`config.mk`:
```
export PLATFORM = sky130hd
export DESIGN_NAME = la_capture_fsm_flat
export DESIGN_NICKNAME = d
export VERILOG_FILES = /design/src/rtl/la_pkg.sv /design/src/rtl/la_capture_fsm_if.sv /design/src/rtl/la_capture_fsm.sv /design/src/flat_wrapper.sv
export SDC_FILE = /design/constraint.sdc
export NUM_CORES = 1
export LEC_CHECK = 0
export CELL_PAD_IN_SITES_DETAIL_PLACEMENT = 0
export CELL_PAD_IN_SITES_GLOBAL_PLACEMENT = 1
export CORE_MARGIN = 2
export CORE_UTILIZATION = 35
export DETAILED_ROUTE_END_ITERATION = 8
export GPL_TIMING_DRIVEN = 0
export PLACE_DENSITY_LB_ADDON = 0.2
export SYNTH_ARGS = -nofsm -noshare
export SYNTH_HDL_FRONTEND = slang
export SYNTH_SLANG_ARGS = --single-unit
export TNS_END_PERCENT = 100
```
`constraint.sdc`:
```
create_clock -name clk -period 5.7 [get_ports clk]
set_input_delay 0.57 -clock clk [delete_from_list [all_inputs] [get_ports clk]]
set_output_delay 0.57 -clock clk [all_outputs]
set_load 0.05 [all_outputs]
```
`src/rtl/la_pkg.sv`:
```
// -----------------------------------------------------------------------------
// la_pkg
// Definitions shared by the logic analyzer capture sequencer, the host
// register map and the trigger block.
//   - la_state_t    : capture sequencer states, encoded as seen by the host
//   - SINGLE_SHOT / INCREMENTAL / IMMEDIATE : trigger_mode encodings
//   - ptr_inc()     : modulo-depth pointer increment (depth need not be 2^n)
//   - clamp_loc()   : limits a trigger position to depth-1
//   - sanitize_mode(): maps the reserved mode encoding onto single-shot
// -----------------------------------------------------------------------------
package la_pkg;

    typedef enum logic [2:0] {
        IDLE             = 3'd0,
        MOVE_TO_POSITION = 3'd1,
        IN_POSITION      = 3'd2,
        CAPTURING        = 3'd3,
        CAPTURED         = 3'd4
    } la_state_t;

    typedef logic [1:0] la_mode_t;

    localparam la_mode_t SINGLE_SHOT = 2'd0;
    localparam la_mode_t INCREMENTAL = 2'd1;
    localparam la_mode_t IMMEDIATE   = 2'd2;

    // Next address in a circular buffer of 'depth' entries.
    function automatic int unsigned ptr_inc(input int unsigned ptr,
                                            input int unsigned depth);
        return (ptr + 1 >= depth) ? 0 : ptr + 1;
    endfunction

    // A trigger position can retain at most depth-1 pre-trigger samples,
    // because the trigger sample itself must also fit in the buffer.
    function automatic int unsigned clamp_loc(input int unsigned loc,
                                              input int unsigned depth);
        return (loc > depth - 1) ? depth - 1 : loc;
    endfunction

    // Encoding 3 is reserved and behaves exactly like single-shot.
    function automatic la_mode_t sanitize_mode(input la_mode_t mode);
        return (mode == INCREMENTAL || mode == IMMEDIATE) ? mode : SINGLE_SHOT;
    endfunction

endpackage

```
`src/rtl/la_capture_fsm_if.sv`:
```
// -----------------------------------------------------------------------------
// la_capture_fsm_if
// Bundle between the host/trigger side and the capture sequencer.
//   Parameter SAMPLE_DEPTH must match the sequencer instance it connects to.
//   master : host + trigger comparator side (drives requests, config, trig)
//   slave  : capture sequencer side (drives state, write strobe, pointers)
// Signals:
//   request_start, request_stop  host control pulses
//   trigger_mode[1:0], trigger_loc[ADDR_WIDTH-1:0]  capture configuration
//   trig                         trigger comparator output (same cycle)
//   state[2:0]                   sequencer state (la_state_t encoding)
//   write_en, write_pointer      sample memory write port
//   read_pointer                 oldest valid sample address
// -----------------------------------------------------------------------------
interface la_capture_fsm_if #(
    parameter int SAMPLE_DEPTH = 1024
) ();
    import la_pkg::*;

    localparam int ADDR_WIDTH = $clog2(SAMPLE_DEPTH);

    logic                  request_start;
    logic                  request_stop;
    logic [1:0]            trigger_mode;
    logic [ADDR_WIDTH-1:0] trigger_loc;
    logic                  trig;
    logic [2:0]            state;
    logic                  write_en;
    logic [ADDR_WIDTH-1:0] write_pointer;
    logic [ADDR_WIDTH-1:0] read_pointer;

    modport master (
        output request_start,
        output request_stop,
        output trigger_mode,
        output trigger_loc,
        output trig,
        input  state,
        input  write_en,
        input  write_pointer,
        input  read_pointer
    );

    modport slave (
        input  request_start,
        input  request_stop,
        input  trigger_mode,
        input  trigger_loc,
        input  trig,
        output state,
        output write_en,
        output write_pointer,
        output read_pointer
    );

endinterface

```
`src/rtl/la_capture_fsm.sv`:
```
// -----------------------------------------------------------------------------
// la_capture_fsm
// Capture sequencer for the logic analyzer. Drives the sample memory write
// strobe and a circular write pointer, and tracks the oldest valid sample
// (read_pointer) so the host can unroll the buffer after capture.
//
// Modes: single-shot with programmable pre-trigger depth, immediate
// (fill the buffer unconditionally) and incremental (write only on trig).
//
// Ports:
//   clk  : system clock
//   rst  : synchronous active-high reset
//   bus  : la_capture_fsm_if.slave (requests, config, trig in;
//          state, write_en, write_pointer, read_pointer out)
//
// Parameters:
//   SAMPLE_DEPTH : number of sample memory entries (>= 2, any integer)
//   HOLDOFF      : trigger-ignore cycles after entering IN_POSITION
//                  (present only when LA_FSM_HOLDOFF_EN is defined)
//
// Build option: define LA_FSM_HOLDOFF_EN to ignore trig for HOLDOFF cycles
// after each entry to IN_POSITION.
// -----------------------------------------------------------------------------
module la_capture_fsm
    import la_pkg::*;
#(
    parameter int SAMPLE_DEPTH = 1024
`ifdef LA_FSM_HOLDOFF_EN
    ,
    parameter int HOLDOFF = 16
`endif
) (
    input logic             clk,
    input logic             rst,
    la_capture_fsm_if.slave bus
);

    localparam int ADDR_WIDTH = $clog2(SAMPLE_DEPTH);
    // One extra bit so the count can represent SAMPLE_DEPTH itself.
    localparam int CNT_W      = ADDR_WIDTH + 1;

    // -------------------------------------------------------------------------
    // State registers
    // -------------------------------------------------------------------------
    la_state_t             r_state;
    la_mode_t              r_mode;
    logic [ADDR_WIDTH-1:0] r_loc;
    logic [CNT_W-1:0]      r_count;
    logic [ADDR_WIDTH-1:0] r_wp;
    logic [ADDR_WIDTH-1:0] r_rp;

    // -------------------------------------------------------------------------
    // Combinational helpers
    // -------------------------------------------------------------------------
    logic                  w_write_en;
    logic                  w_trig_eff;
    logic [ADDR_WIDTH-1:0] w_wp_inc;
    logic [ADDR_WIDTH-1:0] w_rp_inc;
    logic [ADDR_WIDTH-1:0] w_loc_clamped;
    la_mode_t              w_mode_sel;
    logic                  w_move_done;
    logic                  w_full_count;

    assign w_wp_inc      = ADDR_WIDTH'(ptr_inc(32'(r_wp), SAMPLE_DEPTH));
    assign w_rp_inc      = ADDR_WIDTH'(ptr_inc(32'(r_rp), SAMPLE_DEPTH));
    assign w_loc_clamped = ADDR_WIDTH'(clamp_loc(32'(bus.trigger_loc), SAMPLE_DEPTH));
    assign w_mode_sel    = sanitize_mode(bus.trigger_mode);

    // Pre-trigger fill finishes with the write to address loc-1. Only
    // evaluated in MOVE_TO_POSITION, where loc is known to be non-zero.
    assign w_move_done   = (r_wp == r_loc - ADDR_WIDTH'(1));

    // The write happening this cycle is the SAMPLE_DEPTH-th one.
    assign w_full_count  = (r_count == CNT_W'(SAMPLE_DEPTH - 1));

`ifdef LA_FSM_HOLDOFF_EN
    localparam int HO_BITS = $clog2(HOLDOFF + 1);
    localparam int HO_W    = (HO_BITS > ADDR_WIDTH) ? HO_BITS : ADDR_WIDTH;

    logic [HO_W-1:0] r_holdoff;

    // While the holdoff counter runs the trigger is masked; sampling and
    // read_pointer advance are unaffected.
    assign w_trig_eff = bus.trig && (r_holdoff == '0);
`else
    assign w_trig_eff = bus.trig;
`endif

    // Write strobe depends only on registered state and the same-cycle trig
    // so that request_* never reaches the memory write port combinationally.
    always_comb begin
        w_write_en = 1'b0;
        case (r_state)
            MOVE_TO_POSITION,
            IN_POSITION:      w_write_en = 1'b1;
            CAPTURING:        w_write_en = (r_mode == INCREMENTAL) ? bus.trig : 1'b1;
            default:          w_write_en = 1'b0;
        endcase
    end

    // -------------------------------------------------------------------------
    // Sequencer
    // -------------------------------------------------------------------------
    always_ff @(posedge clk) begin
        if (rst) begin
            r_state   <= IDLE;
            r_mode    <= SINGLE_SHOT;
            r_loc     <= '0;
            r_count   <= '0;
            r_wp      <= '0;
            r_rp      <= '0;
`ifdef LA_FSM_HOLDOFF_EN
            r_holdoff <= '0;
`endif
        end else if (bus.request_stop) begin
            // Abort from anywhere; pointers stay where they are so the host
            // can still inspect a partial capture. Stop outranks start.
            r_state <= IDLE;
        end else begin
            case (r_state)
                IDLE,
                CAPTURED: begin
                    if (bus.request_start) begin
                        r_wp    <= '0;
                        r_rp    <= '0;
                        r_count <= '0;
                        r_mode  <= w_mode_sel;
                        r_loc   <= w_loc_clamped;
                        if (w_mode_sel == SINGLE_SHOT) begin
                            if (w_loc_clamped == '0) begin
                                r_state <= IN_POSITION;
`ifdef LA_FSM_HOLDOFF_EN
                                r_holdoff <= HO_W'(HOLDOFF);
`endif
                            end else begin
                                r_state <= MOVE_TO_POSITION;
                            end
                        end else begin
                            r_state <= CAPTURING;
                        end
                    end
                end

                MOVE_TO_POSITION: begin
                    // Fill the pre-trigger region; trig is deliberately unused.
                    r_wp <= w_wp_inc;
                    if (w_move_done) begin
                        r_state <= IN_POSITION;
`ifdef LA_FSM_HOLDOFF_EN
                        r_holdoff <= HO_W'(HOLDOFF);
`endif
                    end
                end

                IN_POSITION: begin
                    r_wp <= w_wp_inc;
`ifdef LA_FSM_HOLDOFF_EN
                    if (r_holdoff != '0) begin
                        r_holdoff <= r_holdoff - HO_W'(1);
                    end
`endif
                    if (w_trig_eff) begin
                        // This write is the trigger sample; the oldest
                        // pre-trigger sample is now pinned.
                        r_state <= CAPTURING;
                    end else begin
                        // Slide the window to keep exactly loc samples
                        // behind the write pointer.
                        r_rp <= w_rp_inc;
                    end
                end

                CAPTURING: begin
                    if (w_write_en) begin
                        r_wp    <= w_wp_inc;
                        r_count <= r_count + CNT_W'(1);
                        if (r_mode == SINGLE_SHOT) begin
                            // Buffer is full when the writer catches up with
                            // the oldest retained sample.
                            if (w_wp_inc == r_rp) begin
                                r_state <= CAPTURED;
                            end
                        end else if (w_full_count) begin
                            // Immediate and incremental both start at 0 with
                            // read_pointer=0, so wp==rp cannot mark the end;
                            // count writes instead.
                            r_state <= CAPTURED;
                        end
                    end
                end

                default: begin
                    r_state <= IDLE;
                end
            endcase
        end
    end

    // -------------------------------------------------------------------------
    // Outputs
    // -------------------------------------------------------------------------
    assign bus.state         = r_state;
    assign bus.write_en      = w_write_en;
    assign bus.write_pointer = r_wp;
    assign bus.read_pointer  = r_rp;

endmodule
```
`src/flat_wrapper.sv`:
```
// flat-port wrapper written by rule: the top's interface ports become plain ports
module la_capture_fsm_flat import la_pkg::*;
#(
    parameter int SAMPLE_DEPTH = 1024

)
  (clk, rst, bus_request_start, bus_request_stop, bus_trigger_mode, bus_trigger_loc, bus_trig, bus_state, bus_write_en, bus_write_pointer, bus_read_pointer);
  la_capture_fsm_if #(.SAMPLE_DEPTH(SAMPLE_DEPTH)) bus_i ();
  input logic clk;
  input logic rst;
  input wire logic [$bits(bus_i.request_start)-1:0] bus_request_start;
  input wire logic [$bits(bus_i.request_stop)-1:0] bus_request_stop;
  input wire logic [$bits(bus_i.trigger_mode)-1:0] bus_trigger_mode;
  input wire logic [$bits(bus_i.trigger_loc)-1:0] bus_trigger_loc;
  input wire logic [$bits(bus_i.trig)-1:0] bus_trig;
  output wire logic [$bits(bus_i.state)-1:0] bus_state;
  output wire logic [$bits(bus_i.write_en)-1:0] bus_write_en;
  output wire logic [$bits(bus_i.write_pointer)-1:0] bus_write_pointer;
  output wire logic [$bits(bus_i.read_pointer)-1:0] bus_read_pointer;
  assign bus_i.request_start = bus_request_start;
  assign bus_i.request_stop = bus_request_stop;
  assign bus_i.trigger_mode = bus_trigger_mode;
  assign bus_i.trigger_loc = bus_trigger_loc;
  assign bus_i.trig = bus_trig;
  assign bus_state = bus_i.state;
  assign bus_write_en = bus_i.write_en;
  assign bus_write_pointer = bus_i.write_pointer;
  assign bus_read_pointer = bus_i.read_pointer;
  la_capture_fsm #(.SAMPLE_DEPTH(SAMPLE_DEPTH)) u_core (.clk(clk), .rst(rst), .bus(bus_i));
endmodule
```
Yosys cells after proc, flatten, opt, wreduce, memory -nomap -nowiden
Cells that the tools add are included.
{"block": "word_totals", "ff_bits": 46, "input_bits": 17, "out_inout_bits": 24}
{"block": "op_classes", "addsub": 4, "n_lt_le_gt_ge": 2, "n_eq_ne": 17, "n_mux": 23, "n_bitwise": 1, "reduce_logical": 16}
{"cell": "10-bit two-way mux", "n": 5}
{"cell": "10-bit case mux with 3 select lines", "n": 1}
{"cell": "10-bit by 1-bit adder with 11-bit output (second input constant)", "n": 2}
{"cell": "11-bit greater-or-equal comparator (second input constant)", "n": 2}
{"cell": "11-bit two-way mux", "n": 2}
{"cell": "11-bit case mux with 2 select lines", "n": 1}
{"cell": "3-bit two-way mux", "n": 7}
{"cell": "10-bit == test", "n": 2}
{"cell": "10-bit case mux with 2 select lines", "n": 1}
{"cell": "3-bit case mux with 4 select lines", "n": 1}
{"cell": "4-bit AND reduction", "n": 3}
{"cell": "11-bit by 1-bit adder with 11-bit output (second input constant)", "n": 1}
{"cell": "11-bit by 10-bit == test with 1-bit output (second input constant)", "n": 1}
{"cell": "10-bit logical NOT", "n": 1}
{"cell": "10-bit by 1-bit subtractor with 10-bit output (second input constant)", "n": 1}
{"cell": "2-bit inequality test (second input constant)", "n": 4}
{"cell": "3-bit by 2-bit == test with 1-bit output (second input constant)", "n": 2}
{"cell": "2-bit two-way mux", "n": 3}
{"cell": "6-bit AND reduction", "n": 1}
{"cell": "2-bit OR reduction", "n": 3}
{"cell": "2-bit by 1-bit == test with 1-bit output (second input constant)", "n": 2}
{"cell": "2-bit logical NOT", "n": 2}
{"cell": "2-bit nonzero test", "n": 2}
{"cell": "3-bit by 1-bit == test with 1-bit output (second input constant)", "n": 1}
{"cell": "12 further kinds", "n": 12}

Logic depth before layout (Yosys ltp)
Gate-level depths: netlist of run 1.
{"block": "logic_depth", "ltp_word": 8, "ltp_mapped": 9}

Least setup slack after synthesis of run 1
No wires, ideal clock.
{"block": "synth_timing", "kind": "flip-flop to flip-flop", "from": "register u_core.r_wp[1] (netlist: u_core.bus.write_pointer[1])", "to": "register u_core.r_state[1] (netlist: u_core.bus.state[1])", "setup_time_ns": 0.115, "arrival_time_ns": 2.513, "t_required_ns": 5.585, "path_slack_ns": 3.072, "stages_incl_launch_ff": 10, "path_cell_list": "dfxtp_1 ha_1 clkbuf_2 nand3_1 or2_1 a211o_1 a221o_1 nor4_2 o211ai_1 and3_1"}
{"block": "synth_between", "elab_chain_cells": 6}
{"item": "from (decl)", "line_no": "la_capture_fsm.sv:49", "rtl": "logic [ADDR_WIDTH-1:0] r_wp;"}
{"item": "from (signal assigned)", "line_no": "la_capture_fsm.sv:146", "rtl": "r_wp <= w_wp_inc;"}
{"item": "from (signal assigned)", "line_no": "la_capture_fsm.sv:156", "rtl": "r_wp <= w_wp_inc;"}
{"item": "from (signal assigned)", "line_no": "la_capture_fsm.sv:175", "rtl": "r_wp <= w_wp_inc;"}
{"item": "10-bit by 1-bit adder with 11-bit output", "line_no": "la_pkg.sv:30", "rtl": "return (ptr + 1 >= depth) ? 0 : ptr + 1;"}
{"item": "11-bit greater-or-equal comparator", "line_no": "la_pkg.sv:30"}
{"item": "10-bit two-way mux", "line_no": "la_pkg.sv:30"}
{"item": "10-bit == test", "line_no": "la_capture_fsm.sv:180", "rtl": "if (w_wp_inc == r_rp) begin"}
{"item": "3-bit inequality test (no line)"}
{"item": "6-bit AND reduction (no line) *"}
{"item": "to (signal assigned)", "line_no": "la_capture_fsm.sv:181", "rtl": "r_state <= CAPTURED;"}
{"item": "to (signal assigned)", "line_no": "la_capture_fsm.sv:187", "rtl": "r_state <= CAPTURED;"}
{"item": "to (signal assigned)", "line_no": "la_capture_fsm.sv:193", "rtl": "r_state <= IDLE;"}
{"item": "to (decl)", "line_no": "la_capture_fsm.sv:45", "rtl": "la_state_t r_state;"}
Every way passes the cells marked *; elsewhere a longest branch is shown, timed or not.
A chain may end at the register's enable or synchronous reset.

Final worst setup path of run 1
{"block": "layout_timing", "from": "input port bus_trig", "to": "output port bus_write_en"}
{"block": "layout_between", "elab_chain_cells": 2}
{"item": "from (decl)", "line_no": "flat_wrapper.sv:15", "rtl": "input wire logic [$bits(bus_i.trig)-1:0] bus_trig;"}
{"item": "1-bit two-way mux", "line_no": "la_capture_fsm.sv:96", "rtl": "CAPTURING: w_write_en = (r_mode == INCREMENTAL) ? bus.trig : 1'b1;"}
{"item": "1-bit case mux with 2 select lines", "line_no": "la_capture_fsm.sv:93", "rtl": "case (r_state)"}
{"item": "to (decl)", "line_no": "flat_wrapper.sv:17", "rtl": "output wire logic [$bits(bus_i.write_en)-1:0] bus_write_en;"}
Every way passes these cells.

==> impl_results.md, run 1 <==
- Status: finished clean
- Post-Syn Area per Cell: 7.68 um2
- CTS tree: built
- DP HPWL: 5.92 mm
- Top cell by count, worst path: clkdlybuf4s50_1
- Max Cap Viol: 0
- Internal: 0.000505 W
- IO buf count: 39
- First-pass GRT wire length: 13.2 mm
- Seq/Total Area, Yosys: 0.318
- Critical path cell sequence: clkdlybuf4s50_1 -> or3b_2 -> o21ai_1 -> inv_1 -> clkdlybuf4s50_1
- Final worst clock skew: 0.00592 ns
- Arr. time, crit path: 2.55 ns
- Initial Util: 0.356
- Die ar.: 9020 um2
- Sw power: 0.000191 W
- Gate power share: 0.163
- Final Instance Area: 3520 um2
- Top-count cell post-synth: dfxtp_1
- Peak supply drop: 0.0814 mV
- Final core occ: 0.433
- Ant. Diodes: 0
- Worst slew pin tran: 0.789 ns
- Post-synth EDFFs: 0
- Power share of the clock group: 0.355
- Hold Vio Cnt, Final: 0
- Dpl cell area: 3420 um2
- H-tree depth: 2
- Crit-path max FO: 4
- Yosys reg bits: 46
- Final non-filler cell total: 529
- Crit Path Class: in -> out
- Sequential power share: 0.482
- Vias: 2813
- Detailed router's first-iteration violation count: 125
- Fin crit share: 0.547
- Initial antenna violation count: 0
- Drt drc: 0
- Antenna Violating Nets Remaining: 0
- Max Root-Sink Buffers: 2
- # IOs: 41
- Post_cts resized: 0
- Overall routed net length: 7.86 mm
- Clock transition at the registers of the reported paths: 0.09 ns
- Required time worst endpoint: 5.13 ns
- Die Height: 95.0 um
- Synth async-reset ratio: 0
- Pre-Repair DR Iteration Count: 4
- Hold WC Path Type: reg -> reg
- Post-synth net total: 400
- # rows: 33
- NumNets Final: 446
- Dpl cells: 521
- Vias in the first global route: 2676
- CTS hold repair buffers: 0
- Average wire per standard cell: 14.8 um
- Slowest library cell on the worst path: clkdlybuf4s50_1
- Syn Inst Count: 377
- Layout cells sized above 1: 0.0708
- Synth cell types: 60
- Startpoint class of the critical path: primary input
- Share of the synthesized area in the top cell type: 0.318
- Main flop type after synthesis: dfxtp_1
- Synthesized area: 2900 um2
- Die X: 95.0 um
- TritonCTS Buffers: 5
- Final Critical Period: 3.12 ns
- Setup Viol. Count Final: 0
- RSZ-0062 raised after global routing: no
- Switching share of power: 0.274
- Slew HR: 0.469
- Worst setup EP type: output pin
- Top cells by area, synth: dfxtp_1 (32%), a21oi_1 (5.9%), nand2_1 (5.6%), xnor2_1 (5.1%), nor2_1 (5.1%)
- Achievable frequency: 321 MHz
- Gr ovfl total: 0
- Total Neg Setup Slack: 0 ns
- Final Max Slew Viols: 0
- Synth warn: 0
- CP peak stage delay: 0.70 ns
- # Post-CTS Setup Buffers: 0
- Area leader, netlist: dfxtp_1
- Clk_lat worst skew: 0.30 ns
- Clock root cell: clkbuf_8
- Area of the core: 8130 um2
- Placer Congestion: 0.858
- Synth top cells by count: dfxtp_1 (46), nand2_1 (43), nor2_1 (39), a21oi_1 (34), o21ai_0 (19)
- Clock Sinks: 46
- Area grow syn2layout: 21.7%
- Total chip power: 0.000695 W
- PwrDens: 197 nW/um2
- GRT Total Usage: 0.186
- Largest net degree at the start of global routing: 14
- Vias per cell: 5.32
- Leakage: 1.21 nW
## critical path: cells and delay by family
| family | cells | cell delay, ns |
|---|---|---|
| buffers and inverters | 3 | 1.23 |
| AND/OR/NAND/NOR | 1 | 0.49 |
| AO/OA/AOI/OAI | 1 | 0.25 |
## cell type report
cell class | instances | area [um2]
Buffer | 22 | 109
Clock buffer | 7 | 76.3
Clock inverter | 1 | 30.0
Fill cell | 848 | 4610
Inverter | 9 | 33.8
Multi-Input combinational cell | 300 | 1830
Sequential cell | 46 | 921
Tap cell | 105 | 131
Timing Repair Buffer | 39 | 390
## kinds of logic after synthesis
kind of cell,after synthesis,synth area share
simple gates,177,0.321
compound gates,80,0.171
flops,46,0.318
xor+xnor,31,0.0937
buf+inv,31,0.0492
mux,6,0.0220
fa+ha+maj,6,0.0259
## state kept, by name, indices dropped and copies added, names as in the netlist
register and count:
u_core.r_count 11, u_core.bus.read_pointer 10, u_core.bus.write_pointer 10, u_core.r_loc 10, u_core.bus.state 3, u_core.r_mode 2
## cell usage in the layout, fill, tap and decap left out, drive strengths merged, types with 2 or more instances in the layout
cell,instances
dfxtp,46
nand2,43
nor2,40
clkdlybuf4s50,39
a21oi,34
o21ai,21
nand3,19
clkbuf,18
xnor2,17
nand4,15
xor2,14
or3,11
buf,11
nor3,10
inv,9
ha,6
nor4,6
and2,5
a211o,5
and3,4
o211ai,4
nand2b,3
mux2i,3
mux2,3
or4,3
or2,3
or3b,3
and4,2
nand3b,2
nor2b,2
a21o,2
a211oi,2
## final timing paths
check / endpoint / depth (start not counted) / from / slack, ns
worst max-delay path: bus_write_en / 5 / bus_trig / 2.58
worst min register to register: u_core.r_loc[9] / 2 / u_core.r_loc[9] / 0.48
worst min-delay path: u_core.r_loc[9] / 2 / u_core.r_loc[9] / 0.48
worst max register to register: u_core.bus.state[1] / 8 / u_core.bus.write_pointer[1] / 2.99
## metal layers
metal,track usage,wire (um),up-vias
met5,0,0,-
met4,0.0447,78,0
met3,0.0271,386,6
met2,0.296,3550,63
met1,0.263,3840,1303
li1,-,-,1441
## stage by stage
step | hold slack [ns] | setup WS, ns
floorplan | 0.448 | 3.07
global placement | 0.461 | 2.58
detailed placement | 0.470 | 2.56
CTS | 0.483 | 2.56
global route | 0.511 | 2.53
finish | 0.482 | 2.58
## power by group through the flow
| stage | sequential, W | clock, W | combinational, W |
|---|---|---|---|
| 3_3_place_gp | 0.000343 | 0 | 0.000113 |
| 2_1_floorplan | 0.000347 | 0 | 0.0000712 |
| 4_1_cts | 0.000335 | 0.000254 | 0.000114 |
| 5_1_grt | 0.000337 | 0.000267 | 0.000128 |
| 3_5_place_dp | 0.000343 | 0 | 0.000114 |
| 6_report | 0.000335 | 0.000247 | 0.000113 |
Note: power is estimated with default switching activity, not from simulation.
==> run 2, diff against run 1 <==
Clock period 5.7 ns to 2.5 ns, I/O delays scaled along.
==> run 2 against run 1 <==
- sequential share of layout area down 0.54 points
- highest routed layer unchanged
- register-to-register slack worse by 2.9 ns
- clock skew up 0.00074 ns
- critical endpoint is now u_core.bus.state[1]
==> impl_results.md, run 2 (synthesis gave the netlist of run 1 again) <==
- Seq. cell area: 926 um2 (was 921 um2)
- # IOs: 41 (unchanged)
- Required time worst endpoint: 2.70 ns (was 5.13 ns)
- Achievable frequency: 414 MHz
- IO buf count: 39 (unchanged)
- Final worst clock skew: 0.00665 ns (was 0.00592 ns)
- Area of the multi-input gates: 1870 um2 (was 1830 um2)
- First-pass GRT wire length: 13.4 mm (was 13.2 mm)
- Final non-filler cell total: 535 (was 529)
- Area of the core: 8130 um2 (unchanged)
- Die ar.: 9020 um2 (unchanged)
- Crit-path max FO: 8 (was 4)
- Vias in the first global route: 2645 (was 2676)
- GRT Total Usage: 0.189 (was 0.186)
- Status: finished clean (unchanged)
- Hold Vio Cnt, Final: 0 (unchanged)
- Vias: 2872 (was 2813)
- Hold WC Path Type: reg -> reg (unchanged)
- Pre-Repair DR Iteration Count: 4 (unchanged)
- Arr. time, crit path: 2.62 ns (was 2.55 ns)
- Initial Util: 0.356 (unchanged)
- Commonest cells after routing, fill and taps aside: dfxtp_1 (44), nand2_1 (43), nor2_1 (38), clkdlybuf4s50_1 (38), a21oi_1 (34) (was dfxtp_1 (46), nand2_1 (43), nor2_1 (39), clkdlybuf4s50_1 (39), a21oi_1 (34))
- RSZ-0062 raised after global routing: yes (was no)
- Startpoint class of the critical path: flop (was primary input)
- Initial antenna violation count: 0 (unchanged)
- Final-layout fill cell count: 873 (was 848)
- DP HPWL: 6.01 mm (was 5.92 mm)
- TritonCTS Buffers: 5 (unchanged)
- Max Root-Sink Buffers: 2 (unchanged)
- Worst setup EP type: flop (was output pin)
- Final core occ: 0.445 (was 0.433)
- Setup Viol. Count Final: 0 (unchanged)
- Largest net degree at the start of global routing: 15 (was 14)
- Worst hold slack: 0.484 ns (was 0.482 ns)
- Most common cell after layout, fill and taps aside: dfxtp_1 (unchanged)
- Ant. Diodes: 0 (unchanged)
- Detailed router's first-iteration violation count: 111 (was 125)
- Average wire per standard cell: 15.0 um (was 14.8 um)
- Layout cells sized above 1: 0.107 (was 0.0708)
- Overall routed net length: 8.03 mm (was 7.86 mm)
- Leakage: 1.26 nW (was 1.21 nW)
- Reg2Reg Depth: 9 (was 8)
- # rows: 33 (unchanged)
- Clock transition at the registers of the reported paths: 0.09 ns (about the same)
- Drt drc: 0 (unchanged)
- Max Cap Viol: 0 (unchanged)
- Final Max Slew Viols: 0 (unchanged)
- Vias per cell: 5.37 (was 5.32)
- Placer Congestion: 0.843 (was 0.858)
- Clock Sinks: 46 (unchanged)
- CTS tree: built (unchanged)
- Crit Path Class: reg -> reg (was in -> out)
- NumNets Final: 452 (was 446)
- Peak supply drop: 0.172 mV (was 0.0814 mV)
- PwrDens: 428 nW/um2 (was 197 nW/um2)
- Dpl cells: 521 (unchanged)
- Slew HR: 0.586 (was 0.469)
- Largest reg by FF count: u_core.r_count (unchanged)
- Die Height: 95.0 um (unchanged)
- Fin crit share: 0.966
- CTS hold repair buffers: 0 (unchanged)
- H-tree depth: 2 (unchanged)
- WHS Path Cells: 2 (unchanged)
- Clock root cell: clkbuf_8 (unchanged)
- Gr ovfl total: 0 (unchanged)
- Max reg flops: 11 (unchanged)
- Area grow syn2layout: 24.9% (was 21.7%)
- Final Critical Period: 2.41 ns
- Worst slew pin tran: 0.621 ns (was 0.789 ns)
- Antenna Violating Nets Remaining: 0 (unchanged)
- Die X: 95.0 um (unchanged)
- Total chip power: 0.00155 W (was 0.000695 W)
- Clk_lat worst skew: 0.30 ns (about the same)
==> run 2: through the flow <==
stage | setup WS, ns | instance area (um2) | setup TNS [ns]
6_report | 0.0857 | 3620 | 0
5_1_grt | -0.0472 | 3620 | -0.0714
4_1_cts | 0.0380 | 3530 | 0
3_5_place_dp | -0.0320 | 3420 | -0.0320
3_3_place_gp | -0.0604 | 3420 | -0.0652
2_1_floorplan | 0.0566 | 2900 | 0
==> run 2: what timing repair did <==
action                                  in CTS  in global routing
pin swaps                                    0                  3
hold endpoints to repair                     0                  0
endpoints found under the setup margin       3                 14
setup buffers                                0                  6
gates resized for setup                      2                 12
==> run 2: layer usage <==
metal | part of all wire | track usage | up-vias
met5 | 0 | 0 | -
met4 | 0.014 | 0.0495 | 0
met3 | 0.031 | 0.0279 | 8
met2 | 0.45 | 0.303 | 47
met1 | 0.50 | 0.265 | 1369
li1 | - | - | 1448
==> run 2: final timing paths <==
path | from | endpoint | slack, ns
worst min register to register | u_core.r_loc[9] | u_core.r_loc[9] | 0.48
worst min-delay path | u_core.r_loc[9] | u_core.r_loc[9] | 0.48
worst max register to register | u_core.bus.write_pointer[1] | u_core.bus.state[1] | 0.09
worst max-delay path | u_core.bus.write_pointer[1] | u_core.bus.state[1] | 0.09
==> run 2: where the power goes <==
group	switching (W)	total (W)	internal (W)
Combinational	0.000156	0.000264	0.000108
Clock	0.000267	0.000521	0.000254
Sequential	0.0000190	0.000764	0.000745
Total	0.000442	0.00155	0.00111
==> run 2: area by class of cell <==
| cell class | count | share of cell area |
|---|---|---|
| multi-input combinational | 300 | 0.518 |
| sequential | 46 | 0.256 |
| timing repair buffer | 45 | 0.120 |
| tap | 105 | 0.0363 |
| buffer | 22 | 0.0315 |
| clock buffer | 7 | 0.0266 |
| inverter | 9 | 0.00934 |
| clock inverter | 1 | 0.00242 |
==> run 2: worst max-delay path, stage by stage, from the launching register on <==
cell and delay [ns]:
dfxtp_4 0.36, ha_1 0.14, buf_4 0.16, nand3_2 0.11
or2_4 0.27, a211o_1 0.23, a221o_1 0.33, nor4_4 0.37
o211ai_1 0.14, and3_1 0.19
